$ cat config.mk
export PLATFORM = sky130hd
export DESIGN_NAME = cnt_arbiter
export DESIGN_NICKNAME = d
export VERILOG_FILES = /design/src/rtl/cnt_arb_pkg.sv /design/src/rtl/rr_pick.sv /design/src/rtl/cnt_arbiter.sv
export SDC_FILE = /design/constraint.sdc
export NUM_CORES = 1
export LEC_CHECK = 0
export CELL_PAD_IN_SITES_DETAIL_PLACEMENT = 1
export CELL_PAD_IN_SITES_GLOBAL_PLACEMENT = 1
export CORE_MARGIN = 3
export CORE_UTILIZATION = 37
export DETAILED_ROUTE_END_ITERATION = 10
export PLACE_DENSITY = 0.73
export RECOVER_POWER = 50
export SYNTH_ARGS = -nofsm -noshare
export SYNTH_HDL_FRONTEND = slang
export SYNTH_SLANG_ARGS = --single-unit
export TNS_END_PERCENT = 5
$ cat constraint.sdc
create_clock -name clock -period 3.1 [get_ports clock]
set_input_delay 0.62 -clock clock [delete_from_list [all_inputs] [get_ports clock]]
set_output_delay 0.62 -clock clock [all_outputs]
set_load 0.02 [all_outputs]
$ cat src/rtl/cnt_arb_pkg.sv
// Shared types and default sizing for the slot-counter arbiter.
package cnt_arb_pkg;

  typedef enum logic {
    IDLE = 1'b0,
    RUN  = 1'b1
  } state_t;

  localparam int unsigned N_REQ_DEF = 4;
  localparam int unsigned WIDTH_DEF = 8;

endpackage

$ cat src/rtl/rr_pick.sv
// Combinational round-robin picker: first set req bit above last_gnt, wrapping.
module rr_pick #(
  parameter int unsigned N_REQ = 4,
  parameter int unsigned IDX_W = $clog2(N_REQ)
) (
  input  logic [N_REQ-1:0] req,
  input  logic [IDX_W-1:0] last_gnt,
  output logic [N_REQ-1:0] winner,
  output logic             valid
);

  logic [IDX_W-1:0] idx;

  always_comb begin
    winner = '0;
    valid  = 1'b0;
    idx    = '0;
    for (int i = 1; i <= int'(N_REQ); i++) begin
      idx = IDX_W'((int'(last_gnt) + i) % int'(N_REQ));
      if (!valid && req[idx]) begin
        winner[idx] = 1'b1;
        valid       = 1'b1;
      end
    end
  end

endmodule

$ cat src/rtl/cnt_arbiter.sv
// Round-robin slot arbiter: grants one requester for slot_len cycles (0 means 1),
// then idles one cycle. Define CNT_ARB_EARLY_REL_EN to end a slot when its req drops.
module cnt_arbiter
  import cnt_arb_pkg::*;
#(
  parameter int unsigned N_REQ = N_REQ_DEF,
  parameter int unsigned WIDTH = WIDTH_DEF
) (
  input  logic             clock,
  input  logic             reset,
  input  logic [N_REQ-1:0] req,
  input  logic [WIDTH-1:0] slot_len,
  output logic [N_REQ-1:0] gnt,
  output logic             busy,
  output logic [WIDTH-1:0] count,
  output logic             slot_done
);

  localparam int unsigned IDX_W = $clog2(N_REQ);

  state_t           state, state_n;
  logic [N_REQ-1:0] gnt_n;
  logic [WIDTH-1:0] count_n;
  logic             done_n;
  logic [IDX_W-1:0] last_gnt, last_n;
  logic [WIDTH-1:0] l_eff, len_n;

  logic [N_REQ-1:0] pick;
  logic             pick_valid;
  logic [IDX_W-1:0] pick_idx;
  logic             last_cycle;
  logic             early;

  rr_pick #(
    .N_REQ (N_REQ),
    .IDX_W (IDX_W)
  ) u_rr_pick (
    .req      (req),
    .last_gnt (last_gnt),
    .winner   (pick),
    .valid    (pick_valid)
  );

  // One-hot winner to index for the round-robin pointer
  always_comb begin
    pick_idx = '0;
    for (int i = 0; i < int'(N_REQ); i++) begin
      if (pick[i]) pick_idx = IDX_W'(i);
    end
  end

  assign last_cycle = (count == l_eff - WIDTH'(1));

`ifdef CNT_ARB_EARLY_REL_EN
  assign early = ~|(req & gnt);
`else
  assign early = 1'b0;
`endif

  always_comb begin
    state_n = state;
    gnt_n   = gnt;
    count_n = count;
    done_n  = 1'b0;
    last_n  = last_gnt;
    len_n   = l_eff;
    case (state)
      IDLE: begin
        gnt_n   = '0;
        count_n = '0;
        if (pick_valid) begin
          state_n = RUN;
          gnt_n   = pick;
          last_n  = pick_idx;
          len_n   = (slot_len == '0) ? WIDTH'(1) : slot_len;
          done_n  = (len_n == WIDTH'(1));
        end
      end
      RUN: begin
        if (last_cycle || early) begin
          state_n = IDLE;
          gnt_n   = '0;
          count_n = '0;
        end else begin
          count_n = count + WIDTH'(1);
          done_n  = (count_n == l_eff - WIDTH'(1));
        end
      end
      default: begin
        state_n = IDLE;
        gnt_n   = '0;
        count_n = '0;
      end
    endcase
  end

  // State and registered outputs; reset leaves requester 0 with top priority
  always_ff @(posedge clock or posedge reset) begin
    if (reset) begin
      state     <= IDLE;
      gnt       <= '0;
      busy      <= 1'b0;
      count     <= '0;
      slot_done <= 1'b0;
      last_gnt  <= IDX_W'(N_REQ - 1);
      l_eff     <= '0;
    end else begin
      state     <= state_n;
      gnt       <= gnt_n;
      busy      <= |gnt_n;
      count     <= count_n;
      slot_done <= done_n;
      last_gnt  <= last_n;
      l_eff     <= len_n;
    end
  end

endmodule

Yosys cells after proc, flatten, opt, wreduce, memory -nomap -nowiden
Index checks and enable logic that the tools add are counted.
{ "classes": {"reduce_logical": 13, "order_cmp": 8, "multipliers": 0, "add_sub_neg": 6, "div": 0, "shifts": 0, "n_eq_ne": 3, "n_bitwise": 4, "mux": 39} }
{ "ops": {"columns": ["operator", "count"], "rows": [
  ["$mux 4", 6],
  ["$mux 1", 17],
  ["$eq 8x8->1", 2],
  ["$mux 8", 2],
  ["$pmux 8 s2", 1],
  ["$lt 2x3->1 const B", 4],
  ["$or 4x4->4", 3],
  ["$add 8x1->8 const B", 1],
  ["$bmux 1 s2", 4],
  ["$demux 1 s2", 4],
  ["$eq 8x1->1 const B", 1],
  ["$ge 2x1->1 const B", 4],
  ["$logic_not 8->1", 1],
  ["$pmux 4 s2", 1],
  ["$sub 8x1->8 const B", 1],
  ["$logic_and 1x1->1", 7],
  ["$add 2x1->2 const B", 2],
  ["$add 2x2->2 const B", 2],
  ["$mux 2", 2],
  ["$pmux 1 s2", 2],
  ["$reduce_or 4->1", 1],
  ["$logic_not 1->1", 3],
  ["$reduce_and 2->1", 1],
  ["$not 1->1", 1]
]} }
{ "totals": {"mem_bits_ro": 0, "latch_bits": 0, "mem_bits_rw": 0, "n_memories": 0, "regBits": 25, "input_bits": 14, "word_cells": 80} }

Longest topological paths before layout
Gate-level depths: netlist of the first run.
{ "logic_depth": {"depth_word": 16, "ltp_mapped": 9, "ltp_nobuf": 8} }

By module
From an unflattened synthesis of the first run, not the netlist that was laid out.
{ "unflattened": {"cells_unflattened": 197, "area_unflattened_um2": 1849.3} }
{ "modules_own_cells": {"columns": ["module", "cells_per_inst", "instances", "area_per_inst_um2"], "rows": [
  ["cnt_arbiter", 149, 1, 1433.9],
  ["rr_pick", 48, 1, 415.4]
]} }

Worst setup path before layout of the first run
OpenSTA, ideal clock, no wires.
{ "synth_timing": {"path_type": "reg-to-reg", "from": "reg last_gnt[0]", "to": "reg busy", "t_arrival_ps": 2742, "setup_ps": 139, "stages_incl_launch_ff": 10, "t_required_ps": 2961, "slack_ps": 220, "n_path_buf": 2, "path_cell_list": "dfstp_2 -> buf_6 -> inv_1 -> ha_1 -> mux4_2 -> o41ai_4 -> inv_2 -> buf_6 -> a22o_1 -> or4_1"} }
{ "synth_via": {"elab_chain_cells": 16} }
{ "synth_rtl": {"columns": ["element", "line", "text"], "rows": [
  ["from (decl)", "cnt_arbiter.sv:25", "logic [IDX_W-1:0] last_gnt, last_n;"],
  ["from (signal assigned)", "cnt_arbiter.sv:105", "last_gnt <= IDX_W'(N_REQ - 1);"],
  ["from (signal assigned)", "cnt_arbiter.sv:113", "last_gnt <= last_n;"],
  ["parallel branches: the longest is 13 deep, another holds $lt 2x3->1", null, null],
  ["$mux 4 *", "cnt_arbiter.sv:71", "if (pick_valid) begin"],
  ["$pmux 4 s2 *", "cnt_arbiter.sv:67", "case (state)"],
  ["net gnt_n[0]", "cnt_arbiter.sv:22", "logic [N_REQ-1:0] gnt_n;"],
  ["$reduce_or 4->1 *", "cnt_arbiter.sv:110", "busy <= |gnt_n;"],
  ["to (signal assigned)", "cnt_arbiter.sv:110", null],
  ["to (decl)", "cnt_arbiter.sv:14", "output logic busy,"]
]} }
Mark *: on every way through the listed nets, which the timed path passes. The select of a mux whose other input is x is not followed.
A chain may end at the register's enable or synchronous reset.

Worst setup path in the final report of the first run
Ends and elaborated chain as after synthesis.

==> impl_metrics.ini, run 1 <==
[setup_path]
criticalPathCategory = reg -> reg
regToRegSetupSlack_ns = 0.19
endpoint = busy
required_ns = 3.25
crit_path_max_fanout = 6
worstPathArrival_ns = 3.07
cp-end-kind = flop
startpoint = last_gnt[0]
path_cells = inv_1, ha_1, mux4_2, nor2b_1, a221oi_1, o21ai_1, a22o_1, or4_1
worstSetupStartpointType = flop
reg2reg_from = last_gnt[0]
critPathMaxStageDelay_ns = 0.61
ff2ff_path_depth = 8
r2r-end = busy
critPathSlowestCell = dfstp_2

[die]
row_count = 24
ios = 28
die_w_um = 75.4
die-area_mm2 = 0.00568
dieHeight_um = 75.4
coreArea_mm2 = 0.00450
start_util_pct = 39.5

[job]
cap_viol_max_count = 0

[power]
p_clk_share_pct = 8.4
power.internal_mw = 1.35
p_switching_mw = 1.12
power_frac_comb_pct = 63.3
power_mw = 2.47
ir_drop_mv = 0.429
power_density_mw_per_mm2 = 1120
p_seq_share_pct = 28.3
swShare_pct = 45.4
p_leak_nw = 0.951

[sta]
fmax_mhz = 343
skew_ns = 0.00313
maxSlewViolCount = 0
period_share_pct = 94.0
setup_ws_ns = 0.187
finalHoldViolations = 0
max_slew.worst_pin.slew_ns = 0.930
setup_viol = 0
min_period_ns = 2.91
max_slew_margin_pct = 38.0
holdWs_ns = 0.529

[yosys]
async_flop_share_pct = 100
synthTopCellsByArea = dfrtp_1 32%, ha_1 7.0%, xnor2_1 6.4%, nand2_1 5.7%, mux4_2 5.1%
synth_top_cell_area_share_pct = 32.3
synth_seq_area_share_pct = 35.3
yosys.cell_types.count = 47
synth_cells = 181
ys.flop_type = dfrtp_1
synth_nets = 205
synth_largest_area_cell = dfrtp_1
synth_edf_count = 0
ys_ff_latch = 25
ys.warnings.count = 0
syn_area_per_cell_um2 = 9.84
syn_area_mm2 = 0.00178

[final_layout]
nets = 238
final-seq-area_um2 = 628
nFillCells = 514
drive_gt1_share_pct = 13.6
multi_input_area_mm2 = 0.00109
antenna_cells = 0
final_cell_mix = 27 x nand2_1, 23 x dfrtp_1, 19 x clkdlybuf4s50_1, 13 x xnor2_1, 10 x ha_1
layout_commonest_cell = nand2_1
finish.utilization_pct = 48.9
area_growth_pct = 23.8

[clocking]
cts_tree = built
cts_buffer_depth = 2
root_buffer = clkbuf_8
clock_latency_ns = 0.28
numCtsBuffers = 3
cts_sinks = 25
htreeDepth = 1
clkTransAtPathRegs_ns = 0.09

[placement]
dp_slack_ns = -0.0924
dp_hpwl_um = 3660
io_buffers = 27
gp_congestion = 0.901

[detailed_routing]
detail_route.wl_per_cell_um = 17.4
drc = 0
drt-vias-per-instance = 5.52
vias = 1464
drt_iter0_markers = 114
routed_wl_um = 4610
ant_nets = 0
drt-pass1-iter-count = 4

[global_routing]
grt_pass1_vias = 1547
grt_overflow_total = 0
antenna_found_initial = 0
grt_use_total_pct = 18.3
grt_pass1_wl_um = 7910
grt_max_degree = 26

[worst_hold_path]
hold_class = reg -> reg

[run_status]
status = complete, no violations
## synthesized netlist by cell type, types with 2 or more instances
cell      instances
inv_1             8
xor2_1            6
or3_1             2
and3_1            3
nand4b_1          2
or3b_2            2
nor2_1            9
nor3b_1           2
xnor3_1           3
buf_6             2
o21ai_0           5
o221ai_1          2
or4_1             3
nor3_1            4
dfrtp_1          23
nor2b_1           4
a22o_1            3
and2_1            4
nand2_1          27
clkbuf_1          5
nand3_1           5
ha_1             10
mux4_2            4
a21oi_1           4
nor4_1            2
dfstp_2           2
a221oi_1          3
xnor2_1          13
## worst min-delay path by stage
stage,start,endpoint,slack (ns),cells past startpoint
global placement,l_eff[7],l_eff[7],0.50,2
finish,l_eff[7],l_eff[7],0.53,2
floorplan,l_eff[7],l_eff[7],0.47,2
detailed placement,gnt[0],gnt[0],0.52,1
global route,gnt[0],gnt[0],0.57,1
CTS,l_eff[7],l_eff[7],0.55,2
## stage by stage
| stage | cell area [um2] | setup TNS [ns] | std cells |
|---|---|---|---|
| final | 2200 | 0 | 265 |
| after global routing | 2200 | -0.0329 | 265 |
| after CTS | 2160 | 0 | 262 |
| after detailed placement | 2110 | -0.0924 | 258 |
| after global placement | 2110 | 0 | 258 |
| after floorplan | 1780 | 0 | 181 |
## logic make-up after synthesis
| group | Yosys count | synth area share [%] |
|---|---|---|
| AO/OA/AOI/OAI | 28 | 12.9 |
| multiplexers | 4 | 5.06 |
| XOR/XNOR | 22 | 13.1 |
| AND/OR/NAND/NOR | 75 | 22.1 |
| buffers and inverters | 17 | 4.50 |
| flip-flops | 25 | 35.3 |
| adder cells (fa/ha/maj) | 10 | 7.03 |
## flip-flops by register name (all words and copies together) (netlist names)
name / cells
busy: 1
state: 1
gnt: 4
last_gnt: 2
count: 8
slot_done: 1
l_eff: 8
## layer usage
layer / track usage [%] / vias up / wire, um
li1: - / 709 / -
met1: 25.9 / 729 / 2210
met2: 30.1 / 21 / 2240
met3: 3.17 / 5 / 115
met4: 2.91 / 0 / 46
met5: 0 / - / 0
## power groups by stage
stage | registers, mW | clock network [mW] | logic [mW]
after floorplan | 0.702 | 0 | 1.05
final | 0.699 | 0.207 | 1.56
after global placement | 0.688 | 0 | 1.46
after detailed placement | 0.703 | 0 | 1.52
after CTS | 0.700 | 0.220 | 1.53
after global routing | 0.729 | 0.229 | 1.74
## worst max-delay path, delay by kind of cell (launching register included)
kind / cells / cell delay, ns
AOI/OAI and AO/OA: 3 / 0.66
adders and majority gates: 1 / 0.34
buffers and inverters: 1 / 0.12
DFF: 1 / 0.61
muxes: 1 / 0.35
and+or+nand+nor: 2 / 0.71
## final cells by class
cell class                 instances  area share, %
multi-input combinational        139           49.4
sequential                        25           28.5
timing repair buffer              36           15.3
tap                               52           2.95
clock buffer                       3           1.87
inverter                           9           1.53
clock inverter                     1          0.397
## timing repair
item,in CTS,in global routing
hold endpoints to repair,0,0
hold buffers,0,0
gates resized for setup,0,5
endpoints found under the setup margin,0,1
buffers inserted,0,3
No activity file was read; power rests on OpenSTA's default activity.
==> inputs of run 2 (changes only) <==
--- a/config.mk
+++ b/config.mk
@@ -12,6 +12,7 @@
 export DETAILED_ROUTE_END_ITERATION = 10
 export PLACE_DENSITY = 0.73
 export RECOVER_POWER = 50
+export SLEW_MARGIN = 25
 export SYNTH_ARGS = -nofsm -noshare
 export SYNTH_HDL_FRONTEND = slang
 export SYNTH_SLANG_ARGS = --single-unit
==> impl_metrics.ini, run 2 (synthesized netlist as in run 1, its figures left out) <==
[worst_hold_path]
hold_class = reg -> reg
hold_depth = 2

[clocking]
root_buffer = clkbuf_8
clkTransAtPathRegs_ns = 0.09
cts_tree = built
cts_sinks = 25
numCtsBuffers = 3
clock_latency_ns = 0.28
cts_buffer_depth = 2
htreeDepth = 1

[sta]
period_share_pct = 94.0
max_slew_margin_pct = 41.3
max_slew.worst_pin.slew_ns = 0.875
maxSlewViolCount = 0
setup_ws_ns = 0.187
skew_ns = 0.00315
setup_viol = 0
finalHoldViolations = 0
min_period_ns = 2.91
fmax_mhz = 343

[setup_path]
critPathMaxStageDelay_ns = 0.61
critPathTopFamily = simple AND/OR/NAND/NOR gates
worstPathArrival_ns = 3.07
criticalPathCategory = reg -> reg
cp_num_buf_inv = 1
required_ns = 3.25
cp-end-kind = flop
path_cells = inv_1, ha_1, mux4_2, nor2b_1, a221oi_1, o21ai_1, a22o_1, or4_1
ff2ff_path_depth = 8
worstSetupStartpointType = flop
critPathSlowestCell = dfstp_2
crit_path_max_fanout = 6
path_depth = 8

[global_routing]
grt_overflow_total = 0
grt_pass1_wl_um = 7910
grt_max_degree = 26
antenna_found_initial = 0
use_met1_pct = 25.9
grtUsageMet3_pct = 3.17
grtUsageMet2_pct = 30.1
grt_use_total_pct = 18.3
grt_pass1_vias = 1547
grt-busiest-layer = met2

[final_layout]
nFillCells = 514
antenna_cells = 0
nets = 238
reg.largest.list = count: 8 flops, l_eff: 8 flops, gnt: 4 flops
final_cell_area_mm2 = 0.00220
layout_commonest_cell = nand2_1
area_growth_pct = 23.8
final_cell_mix = 27 x nand2_1, 23 x dfrtp_1, 19 x clkdlybuf4s50_1, 13 x xnor2_1, 10 x ha_1
finish.utilization_pct = 48.9
drive_gt1_share_pct = 13.6

[die]
ios = 28
die_w_um = 75.4
dieHeight_um = 75.4
start_util_pct = 39.5
die-area_mm2 = 0.00568
row_count = 24
coreArea_mm2 = 0.00450

[detailed_routing]
routed_wl_um = 4610
detail_route.wl_per_cell_um = 17.4
drt_iter0_markers = 114
drt-vias-per-instance = 5.52
drt-pass1-iter-count = 4
vias = 1464
ant_nets = 0
drc = 0

[power]
power_frac_comb_pct = 63.3
power_density_mw_per_mm2 = 1120
p_seq_share_pct = 28.3
ir_drop_mv = 0.429
p_clk_share_pct = 8.4
power_mw = 2.47
power.internal_mw = 1.35
p_leak_nw = 0.947
p_switching_mw = 1.12
swShare_pct = 45.4

[placement]
gp_congestion = 0.901
dp_slack_ns = -0.0924
dp_hpwl_um = 3660
placement.cell_area_mm2 = 0.00211
io_buffers = 27

[job]
cap_viol_max_count = 0

[run_status]
status = complete, no violations
==> run 2: cell types whose count changed in the layout (fill, tap and decap cells not counted), sizes merged <==
| cell | before | now |
|---|---|---|
| clkinv | 0 | 1 |
| inv | 10 | 9 |
==> run 2: metal layers <==
layer  share of wire (%)  wire [um]
met2                  49       2240
met1                  48       2210
met5                   0          0
met3                 2.5        115
met4                 1.0         46
==> run 2: tightest hold or removal path, delay by kind of cell, from the launching register on <==
kind / cells / cell delay [ns]
DFF: 1 / 0.38
and+or+nand+nor: 2 / 0.12
==> run 2: worst paths after layout <==
path,slack [ns],endpoint,start
max reg2reg,0.19,busy,last_gnt[0]
min,0.53,l_eff[7],l_eff[7]
min reg2reg,0.53,l_eff[7],l_eff[7]
min in group asynchronous,0.86,l_eff[7],reset
max in group asynchronous,1.63,last_gnt[0],reset
max,0.19,busy,last_gnt[0]
==> run 2: final cells by class <==
type                    count  area, um2  area share (%)
inverters                   9       33.8            1.53
repair buffers             36        338            15.3
clock buffers               3       41.3            1.87
flip-flops and latches     25        628            28.5
well taps                  52       65.1            2.95
clock inverters             1       8.76           0.397
multi-input cells         139       1090            49.4
==> run 2: power by group through the flow <==
stage / clock network [mW] / logic (mW) / registers, mW
after floorplan: 0 / 1.05 / 0.702
after global placement: 0 / 1.46 / 0.688
after detailed placement: 0 / 1.52 / 0.703
after CTS: 0.220 / 1.53 / 0.700
after global routing: 0.229 / 1.74 / 0.729
final: 0.207 / 1.56 / 0.699
==> run 2: per-stage QoR <==
stage,hold slack [ns],std cells,TNS (ns)
5_1_grt,0.570,265,-0.0329
3_5_place_dp,0.519,258,-0.0924
4_1_cts,0.550,262,0
6_report,0.530,265,0
3_3_place_gp,0.498,258,0
2_1_floorplan,0.467,181,0
==> run 2: repair_timing <==
item	4_1_cts	5_1_grt
setup endpoints to repair	0	1
setup buffers	0	3
resized for setup	0	5
hold buffers	0	0
==> inputs of run 3 (changes only) <==
--- a/config.mk
+++ b/config.mk
@@ -12,6 +12,7 @@
 export DETAILED_ROUTE_END_ITERATION = 10
 export PLACE_DENSITY = 0.73
 export RECOVER_POWER = 50
+export SKIP_CTS_REPAIR_TIMING = 1
 export SLEW_MARGIN = 25
 export SYNTH_ARGS = -nofsm -noshare
 export SYNTH_HDL_FRONTEND = slang
==> results of run 3 <==
Same layout as run 2: the final DEF is identical, and so are final timing and power.
